$ cat config.mk
export PLATFORM = sky130hd
export DESIGN_NAME = prog_loader_flat
export DESIGN_NICKNAME = d
export VERILOG_FILES = /design/src/rtl/prog_loader_pkg.sv /design/src/rtl/prog_loader_if.sv /design/src/rtl/prog_loader_shift.sv /design/src/rtl/prog_loader.sv /design/src/flat_wrapper.sv
export SDC_FILE = /design/constraint.sdc
export NUM_CORES = 1
export LEC_CHECK = 0
export BUFFER_PORTS_ARGS = -buffer_cell sky130_fd_sc_hd__buf_4
export CAP_MARGIN = 40
export CELL_PAD_IN_SITES_DETAIL_PLACEMENT = 1
export CELL_PAD_IN_SITES_GLOBAL_PLACEMENT = 2
export CORE_MARGIN = 4
export CORE_UTILIZATION = 33
export CTS_BUF_LIST = sky130_fd_sc_hd__clkbuf_4 sky130_fd_sc_hd__clkbuf_8
export DETAILED_ROUTE_END_ITERATION = 6
export PLACE_DENSITY_LB_ADDON = 0.1
export SYNTH_ARGS = -nofsm -noshare
export SYNTH_HDL_FRONTEND = slang
export SYNTH_SLANG_ARGS = --single-unit
export TNS_END_PERCENT = 10
$ cat constraint.sdc
create_clock -name clk -period 2.31 [get_ports clk]
set_input_delay 0.462 -clock clk [delete_from_list [all_inputs] [get_ports clk]]
set_output_delay 0.462 -clock clk [all_outputs]
set_load 0.02 [all_outputs]
$ cat src/rtl/prog_loader_pkg.sv
// Shared definitions for the program loader: state encoding, word geometry
// and the instruction-address stride.
package prog_loader_pkg;

  // State encoding
  localparam logic [2:0] ST_IDLE   = 3'd0;
  localparam logic [2:0] ST_CNT_HI = 3'd1;
  localparam logic [2:0] ST_CNT_LO = 3'd2;
  localparam logic [2:0] ST_DATA   = 3'd3;
  localparam logic [2:0] ST_WRITE  = 3'd4;
  localparam logic [2:0] ST_CHK    = 3'd5;
  localparam logic [2:0] ST_DONE   = 3'd6;

  typedef enum logic [2:0] {
    S_IDLE   = ST_IDLE,
    S_CNT_HI = ST_CNT_HI,
    S_CNT_LO = ST_CNT_LO,
    S_DATA   = ST_DATA,
    S_WRITE  = ST_WRITE,
    S_CHK    = ST_CHK,
    S_DONE   = ST_DONE
  } state_t;

  // Bytes per instruction word and byte-address step between words
  localparam int          WORD_BYTES  = 4;
  localparam logic [31:0] ADDR_STRIDE = 32'd4;

endpackage

$ cat src/rtl/prog_loader_if.sv
// Byte-stream valid/ready channel feeding the program loader.
// master = byte producer, slave = the loader.
interface prog_loader_if;
  logic       in_valid;
  logic [7:0] in_data;
  logic       in_ready;

  modport master (output in_valid, output in_data, input in_ready);
  modport slave  (input in_valid, input in_data, output in_ready);
endinterface

$ cat src/rtl/prog_loader_shift.sv
// Big-endian word assembler. Holds the first three bytes of a word; the
// fourth byte is combined directly so the complete word is available on the
// same edge that accepts the last byte.
module prog_loader_shift
  import prog_loader_pkg::*;
(
  input  logic        clk,
  input  logic        reset_n,
  input  logic        clear,
  input  logic        shift_en,
  input  logic [7:0]  byte_in,
  output logic [31:0] word_next,
  output logic        word_full
);

  localparam int CW     = $clog2(WORD_BYTES);
  localparam int HEAD_W = 8 * (WORD_BYTES - 1);

  logic [HEAD_W-1:0] head_reg;
  logic [CW-1:0]     cnt_reg;

  // Shift bytes in MSB-first; the byte counter wraps back to 0 after a word
  always_ff @(posedge clk or negedge reset_n) begin
    if (!reset_n) begin
      head_reg <= '0;
      cnt_reg  <= '0;
    end else if (clear) begin
      cnt_reg  <= '0;
    end else if (shift_en) begin
      head_reg <= {head_reg[HEAD_W-9:0], byte_in};
      cnt_reg  <= cnt_reg + CW'(1);
    end
  end

  assign word_next = {head_reg, byte_in};
  assign word_full = shift_en && (cnt_reg == CW'(WORD_BYTES - 1));

endmodule

$ cat src/rtl/prog_loader.sv
// Program loader: receives a 16-bit big-endian word count followed by
// big-endian instruction words on a byte stream and writes them into CPU
// instruction memory while holding the CPU in debug/halt.
// Optional build macro PROG_LOADER_CHECKSUM_EN adds a trailing XOR checksum
// byte after the last data word.
module prog_loader
  import prog_loader_pkg::*;
#(
  parameter logic [31:0] BASE_ADDR = 32'd0,
  parameter int          MAX_WORDS = 1024,
  parameter int          CNT_W     = 16
) (
  input  logic          clk,
  input  logic          reset_n,
  input  logic          start,
  prog_loader_if.slave  stream,
  output logic          prog_en,
  output logic [31:0]   inst_addr,
  output logic [31:0]   prog_instruction,
  output logic          debug,
  output logic          busy,
  output logic          done,
  output logic          err
);

  localparam logic [31:0] MAX_W = 32'(MAX_WORDS);

  state_t         state;
  logic [7:0]     count_hi_reg;
  logic [CNT_W-1:0] remain_reg;
  logic [31:0]    inst_addr_reg;
  logic [31:0]    prog_instruction_reg;
  logic           prog_en_reg;
  logic           debug_reg;
  logic           done_reg;
  logic           err_reg;
`ifdef PROG_LOADER_CHECKSUM_EN
  logic [7:0]     csum_reg;
`endif

  logic           xfer;
  logic [CNT_W-1:0] hdr_count;
  logic [31:0]    word_next;
  logic           word_full;

  assign xfer      = stream.in_valid && stream.in_ready;
  assign hdr_count = CNT_W'({count_hi_reg, stream.in_data});

  // Byte acceptance is a pure decode of the registered state
  assign stream.in_ready = (state == S_CNT_HI) || (state == S_CNT_LO) ||
                           (state == S_DATA)   || (state == S_CHK);

  prog_loader_shift u_shift (
    .clk       (clk),
    .reset_n   (reset_n),
    .clear     ((state == S_IDLE) && start),
    .shift_en  (xfer && (state == S_DATA)),
    .byte_in   (stream.in_data),
    .word_next (word_next),
    .word_full (word_full)
  );

  // Load sequencer with registered strobes and status flags
  always_ff @(posedge clk or negedge reset_n) begin
    if (!reset_n) begin
      state                <= S_IDLE;
      count_hi_reg         <= '0;
      remain_reg           <= '0;
      inst_addr_reg        <= BASE_ADDR;
      prog_instruction_reg <= '0;
      prog_en_reg          <= 1'b0;
      debug_reg            <= 1'b0;
      done_reg             <= 1'b0;
      err_reg              <= 1'b0;
`ifdef PROG_LOADER_CHECKSUM_EN
      csum_reg             <= '0;
`endif
    end else begin
      prog_en_reg <= 1'b0;
      done_reg    <= 1'b0;
      case (state)
        S_IDLE: begin
          if (start) begin
            err_reg       <= 1'b0;
            debug_reg     <= 1'b1;
            inst_addr_reg <= BASE_ADDR;
            count_hi_reg  <= '0;
            remain_reg    <= '0;
`ifdef PROG_LOADER_CHECKSUM_EN
            csum_reg      <= '0;
`endif
            state         <= S_CNT_HI;
          end
        end
        S_CNT_HI: begin
          if (xfer) begin
            count_hi_reg <= stream.in_data;
            state        <= S_CNT_LO;
          end
        end
        S_CNT_LO: begin
          if (xfer) begin
            remain_reg <= hdr_count;
            if (hdr_count == '0) begin
              done_reg <= 1'b1;
              state    <= S_DONE;
            end else if (32'(hdr_count) > MAX_W) begin
              err_reg  <= 1'b1;
              done_reg <= 1'b1;
              state    <= S_DONE;
            end else begin
              state    <= S_DATA;
            end
          end
        end
        S_DATA: begin
          if (xfer) begin
`ifdef PROG_LOADER_CHECKSUM_EN
            csum_reg <= csum_reg ^ stream.in_data;
`endif
            if (word_full) begin
              prog_instruction_reg <= word_next;
              prog_en_reg          <= 1'b1;
              state                <= S_WRITE;
            end
          end
        end
        S_WRITE: begin
          inst_addr_reg <= inst_addr_reg + ADDR_STRIDE;
          remain_reg    <= remain_reg - CNT_W'(1);
          if (remain_reg == CNT_W'(1)) begin
`ifdef PROG_LOADER_CHECKSUM_EN
            state    <= S_CHK;
`else
            done_reg <= 1'b1;
            state    <= S_DONE;
`endif
          end else begin
            state <= S_DATA;
          end
        end
`ifdef PROG_LOADER_CHECKSUM_EN
        S_CHK: begin
          if (xfer) begin
            err_reg  <= err_reg | (stream.in_data != csum_reg);
            done_reg <= 1'b1;
            state    <= S_DONE;
          end
        end
`endif
        S_DONE: begin
          debug_reg <= 1'b0;
          state     <= S_IDLE;
        end
        default: state <= S_IDLE;
      endcase
    end
  end

  assign prog_en          = prog_en_reg;
  assign inst_addr        = inst_addr_reg;
  assign prog_instruction = prog_instruction_reg;
  assign debug            = debug_reg;
  assign busy             = (state != S_IDLE);
  assign done             = done_reg;
  assign err              = err_reg;

endmodule

$ cat src/flat_wrapper.sv
// flat-port wrapper written by rule: the top's interface ports become plain ports
module prog_loader_flat import prog_loader_pkg::*;
#(
  parameter logic [31:0] BASE_ADDR = 32'd0,
  parameter int          MAX_WORDS = 1024,
  parameter int          CNT_W     = 16
)
  (clk, reset_n, start, prog_en, inst_addr, prog_instruction, debug, busy, done, err, stream_in_valid, stream_in_data, stream_in_ready);
  prog_loader_if stream_i ();
  input  logic clk;
  input  logic reset_n;
  input  logic start;
  output logic prog_en;
  output logic [31:0] inst_addr;
  output logic [31:0] prog_instruction;
  output logic debug;
  output logic busy;
  output logic done;
  output logic err;
  input wire logic [$bits(stream_i.in_valid)-1:0] stream_in_valid;
  input wire logic [$bits(stream_i.in_data)-1:0] stream_in_data;
  output wire logic [$bits(stream_i.in_ready)-1:0] stream_in_ready;
  assign stream_i.in_valid = stream_in_valid;
  assign stream_i.in_data = stream_in_data;
  assign stream_in_ready = stream_i.in_ready;
  prog_loader #(.BASE_ADDR(BASE_ADDR), .MAX_WORDS(MAX_WORDS), .CNT_W(CNT_W)) u_core (.clk(clk), .reset_n(reset_n), .start(start), .stream(stream_i), .prog_en(prog_en), .inst_addr(inst_addr), .prog_instruction(prog_instruction), .debug(debug), .busy(busy), .done(done), .err(err));
endmodule
==> out/results.ini, run 1 <==
[cells_and_area]
layout_common_cells=119 x dfrtp_1, 113 x nand2_1, 98 x buf_4, 40 x o21ai_0, 32 x mux2_2
nets=651
multiInputGateArea_mm2=0.002349
largest_register_ffs=32
layout_commonest_cell=dfrtp_1
final_util_pct=42.49
drive_above_1_share_pct=27.31
syn_to_final_growth_pct=24.30
n_antenna_cell=0
register_area_mm2=0.002978
fill_cells=1808

[floorplan]
io_pins=82
die_h_um=137.2
dieArea_mm2=0.01883
initial_core_util_pct=34.18
num_rows=46
fp.coreArea_mm2=0.01612
fp.dieW_um=137.2

[hold_path]
hold_path_end=u_core.u_shift.head_reg[3]
worstHoldStart=stream_in_data[3]
hold_path_depth=3
hp-class=in2reg

[timing]
slew_headroom_pct=40.05
tns_ns=0
hold_violations=0
final_max_slew_viol_count=0
period_share_pct=92.36
fin_ws_ns=0.1765
tightest_slew_ns=0.8899
fmax_ghz=0.4687
setup_viol=0
clock_skew_ns=0.008940
min_period_ns=2.134
rsz0062_at_grt=false
holdWs_ns=0.2826

[placed_design]
dp_slack_ns=0.2355
gp_congestion=0.7869
io_buffers=79
place_hpwl_um=10430

[outcome]
status=finished, final reports clean

[drt]
drc_errors=0
drt-total-wl_um=15140
first_iter_violations=176
wl_per_cell_um=17.52
drtPass1Iterations=5
via_count=4501
viasPerCell=5.209
ant_nets=0

[yosys]
ys_warn_count=0
synth_area_mm2=0.005509
ys_seq_elements=119
syn_avg_cell_area_um2=10.18
yosysSeqAreaShare_pct=54.05
syn_inst=541
ys.flop_type=dfrtp_1
synth_edf_count=0
synthArstFlopShare_pct=100.0
ys_types=55

[global_route]
track_usage_pct=17.28
grt_pass1_vias=4742
antenna_found_initial=0
grt_first_pass_wirelength_um=25370
grt.overflow.total=0
grt_max_degree=79

[worst_setup_path]
crit_fanout=22
endpoint_kind=output port
r2r_end=u_core.remain_reg[15]
reg2regPathDepth=4
r2r_slack_ns=0.22
required_ns=1.85
cp-start-kind=register
worstSetupPathType=reg2out
cp_slowest_stage_delay_ns=0.41
r2r_start=u_core.remain_reg[0]
crit_slowest_cell=dfrtp_1
crit_chain=buf_4 > nor2_1 > nand2_1 > buf_4
worstPathArrival_ns=1.67
crit_top_cell=buf_4

[clock_tree]
clock_path_buffers=2
path_clk_slew_ns=0.08
cts.sinks=119
cts_tree=yes
cts_root_buf=clkbuf_8
post_cts_buffers=0
postCtsResizedCells=0
cts_buffers=17
clk_latency_ns=0.44
htreeDepth=4

[power]
powerDensity_mw_per_mm2=1227
p_leak_nw=3.374
ir_drop_mv=0.4865

[job]
max_cap_viol_count=0

==> per-stage QoR <==
| stage | power, mW | area [µm²] | std cells |
|---|---|---|---|
| floorplan | 5.191 | 5513 | 542 |
| global placement | 6.490 | 6444 | 831 |
| detailed placement | 6.585 | 6444 | 831 |
| CTS | 8.538 | 6848 | 864 |
| finish | 8.400 | 6848 | 864 |
| global route | 9.075 | 6848 | 864 |
==> metal layers <==
layer	vias up	GRT usage, %	share of wire (%)
met3	17	4.237	4.0
li1	2132	-	-
met2	80	27.33	48
met5	-	0	0
met1	2272	23.18	47
met4	0	6.098	1.5
==> cell usage after synthesis (all sizes together), types with 3 or more instances <==
cell type	number	area [µm²]
buf	9	52.55
a31oi	6	37.54
or4	7	60.06
nand4	22	137.6
o31ai	4	35.03
dfrtp	119	2978
mux2i	20	200.2
nor4	12	102.6
a22oi	6	45.04
nand2	113	424.2
inv	19	71.32
and2	3	18.77
nor3	7	35.03
a32oi	4	35.03
o21ai	42	210.2
clkbuf	18	67.56
o22ai	3	18.77
mux2	32	360.4
nand3	20	100.1
nor3b	3	27.52
and3	10	62.56
ha	4	50.05
nor2	14	52.55
a21oi	13	65.06
==> worst max-delay path by stage <==
stage                                    start                     to  slack, ns  cells after the start
after global placement       stream_in_data[3]        u_core.state[0]       0.30                      5
after detailed placement     stream_in_data[3]        u_core.state[0]       0.24                      5
after floorplan           u_core.remain_reg[7]  u_core.remain_reg[13]       0.41                      4
after CTS                      u_core.state[0]                   busy       0.16                      4
final                          u_core.state[0]                   busy       0.18                      4
after global routing           u_core.state[0]                   busy       0.03                      4
==> where the power goes <==
| group | switching [mW] | internal, mW | total [mW] |
|---|---|---|---|
| combinational | 1.88 | 1.29 | 3.16 |
| clock | 0.904 | 0.992 | 1.90 |
| sequential | 0.582 | 2.76 | 3.34 |
| total | 3.36 | 5.04 | 8.40 |
==> what timing repair did <==
item / in CTS / in global routing
hold buffers: 1 / 0
endpoints found under the setup margin: 0 / 0
hold endpoints to repair: 24 / 0
==> area by class of cell <==
class                      instances  share of cell area [%]
sequential                       119                   43.49
multi-input combinational        377                   34.30
timing repair buffer             101                   11.47
tap                              216                   3.947
clock buffer                      18                   3.618
clock inverter                    14                   2.138
inverter                          19                   1.041
==> critical path: cells and delay by family (launching register included) <==
kind / cells / cell delay, ns
and+or+nand+nor: 2 / 0.42
DFF: 1 / 0.41
buffers and inverters: 2 / 0.40
==> kinds of logic after synthesis <==
logic type      after synthesis  share of synthesized area (%)
buf+inv                      46                          3.475
flops                       119                          54.05
mux                          52                          10.17
simple gates                222                          20.15
compound gates               97                          11.17
fa+ha+maj                     4                         0.9085
other cells                   1                        0.06807
(Power assumes the default switching activity.)
==> run 2: changes to the inputs <==
- ABC_AREA: unset -> 1
==> run 2 against run 1 <==
  * Core utilization decreased by 2.1 points
  * Worst setup slack improved by 0.083 ns
  * Power decreased by 8.1%
==> out/results.ini, run 2 <==
[outcome]
status=finished, final reports clean

[power]
powerDensity_mw_per_mm2=1060
p_int_mw=4.451
switching_power_mw=3.269
clkPwrFrac_pct=25.3
ir_drop_mv=0.5324
p_comb_share_pct=36.7
netSwitchingFraction_pct=42.35
p_seq_share_pct=37.9
power.total_mw=7.720
p_leak_nw=3.603

[worst_setup_path]
r2r_slack_ns=0.38
crit_chain=inv_1 > nand2_2 > nor2_2 > inv_1 > buf_4
r2r_end=u_core.inst_addr[7]
cp-start-kind=register
reg2regPathDepth=8
crit_slowest_cell=dfrtp_1
endpoint_kind=output port
r2r_start=u_core.state[1]
crit_top_cell=inv_1
worstSetupPathType=reg2out
crit_fanout=5
worstPathArrival_ns=1.59
cp_slowest_stage_delay_ns=0.43
required_ns=1.85

[clock_tree]
cts_root_buf=clkbuf_8
clk_latency_ns=0.45
clock_path_buffers=2
ctsHoldBuffers=1
htreeDepth=4
cts_buffers=17
cts_tree=yes
cts.sinks=119
postCtsResizedCells=0
path_clk_slew_ns=0.09
post_cts_buffers=0

[yosys]
synth_top_area_share_pct=49.16
ys_types=38
yosysSeqAreaShare_pct=49.16
ys_seq_elements=119
synthArstFlopShare_pct=100.0
synth_edf_count=0
ys.flop_type=dfrtp_1
yosysTopAreaCell=dfrtp_1
ys_warn_count=0
netlist_top_cells_count=215 x nand2_1, 119 x dfrtp_1, 112 x inv_1, 100 x o21ai_0, 78 x nor2_1
syn_avg_cell_area_um2=7.590
synth_area_mm2=0.006057
syn_inst=798
yosysMostFrequentCell=nand2_1
synthTopCellsByArea=dfrtp_1 49%, nand2_1 13%, o21ai_0 8.3%

[cells_and_area]
largest_register_ffs=32
fin_cells=1124
syn_to_final_growth_pct=20.26
n_antenna_cell=0
layout_commonest_cell=nand2_1
nets=899
drive_above_1_share_pct=15.64
layout_common_cells=215 x nand2_1, 119 x dfrtp_1, 112 x inv_1, 100 x o21ai_0, 85 x buf_4

[floorplan]
dieArea_mm2=0.02059
fp.coreArea_mm2=0.01802
fp.dieW_um=143.5
io_pins=82
initial_core_util_pct=33.60
die_h_um=143.5
num_rows=49

[placed_design]
place_hpwl_um=13340
io_buffers=79
dp_cells=1092
gp_congestion=0.8397

[timing]
period_share_pct=88.77
hold_violations=0
slew_headroom_pct=59.69
final_max_slew_viol_count=0
tightest_slew_ns=0.6046
tns_ns=0
rsz0062_at_grt=false
setup_viol=0
clock_skew_ns=0.01211
fmax_ghz=0.4877
min_period_ns=2.051

[drt]
via_count=5455
drc_errors=0
viasPerCell=4.853
drtPass1Iterations=4
first_iter_violations=252
ant_nets=0
drt-total-wl_um=18030
wl_per_cell_um=16.04

[global_route]
grt_max_degree=69
grt_first_pass_wirelength_um=30020
grt.overflow.total=0
track_usage_pct=18.36
antenna_found_initial=0
grt_pass1_vias=5768

[hold_path]
hold_path_end=u_core.u_shift.head_reg[2]
hp-class=in2reg
hold_path_depth=3
worstHoldStart=stream_in_data[2]

[job]
max_cap_viol_count=0

## run 2: changes by cell type after synthesis, moves of 6 or more
| cell | previous run | this run |
|---|---|---|
| mux2_2 | 32 | 0 |
| inv_2 | 0 | 6 |
| nand2_1 | 113 | 215 |
| o21ai_0 | 40 | 100 |
| nor4_1 | 9 | 1 |
| nor2_1 | 14 | 78 |
| o21ai_1 | 2 | 9 |
| nand3_1 | 20 | 63 |
| clkbuf_1 | 18 | 6 |
| and3_1 | 10 | 0 |
| mux2i_1 | 20 | 0 |
| inv_1 | 19 | 112 |
| nand4_1 | 22 | 9 |
## run 2: critical path: cells and delay by family, from the launching register on
kind,cells,cell delay [ns]
and+or+nand+nor,2,0.25
DFF,1,0.43
buffers and inverters,3,0.45
## run 2: cell families (layout without fill, tap and decap cells)
| logic type | Yosys count | count (layout) | synth area share [%] |
|---|---|---|---|
| buffers and inverters | 142 | 238 | 9.791 |
| adders and majority gates | 4 | 4 | 0.8263 |
| other | 1 | 2 | 0.06191 |
| AOI/OAI and AO/OA | 139 | 139 | 12.37 |
| and+or+nand+nor | 392 | 392 | 27.64 |
| xor gates and xnor gates | 1 | 1 | 0.1446 |
| DFF | 119 | 119 | 49.16 |
## run 2: power groups by stage
stage	Combinational, mW	Sequential [mW]	Clock [mW]
final	2.84	2.93	1.96
after global routing	3.27	2.99	2.12
after CTS	2.90	2.93	2.02
after detailed placement	2.89	2.97	0
after global placement	2.79	2.95	0
after floorplan	1.93	3.00	0
## run 2: worst max-delay path by stage
stage	startpoint	endpoint	slack (ns)
floorplan	u_core.inst_addr[2]	u_core.inst_addr[20]	0.77
global placement	u_core.state[0]	u_core.inst_addr[7]	0.41
detailed placement	u_core.state[0]	u_core.inst_addr[10]	0.32
CTS	u_core.state[1]	busy	0.20
global route	u_core.state[1]	busy	0.13
finish	u_core.state[1]	busy	0.26
## run 2: final cells by class
cell class | instances | area (µm²)
fillers | 2249 | 10740
flip-flops and latches | 119 | 2978
multi-input cells | 538 | 2490
repair buffers | 88 | 688.2
inverters | 119 | 446.7
well taps | 229 | 286.5
clock buffers | 18 | 247.7
clock inverters | 13 | 147.6
## run 2: layer usage
layer / global-route usage, % / vias to the layer above / wire [µm]
met2: 30.72 / 91 / 8737
met3: 3.295 / 23 / 629
met5: 0 / - / 0
met4: 6.095 / 0 / 330
li1: - / 2703 / -
met1: 24.12 / 2638 / 8327
## run 2: metrics by stage
stage	hold WS (ns)	setup slack (ns)	area [µm²]	utilization (%)
2_1_floorplan	0.1664	0.7717	6061	-
3_3_place_gp	0.2685	0.4089	6879	38.16
3_5_place_dp	0.2682	0.3240	6879	38.16
4_1_cts	0.2158	0.2049	7284	40.41
5_1_grt	0.2438	0.1277	7284	40.41
6_report	0.2449	0.2595	7284	40.41
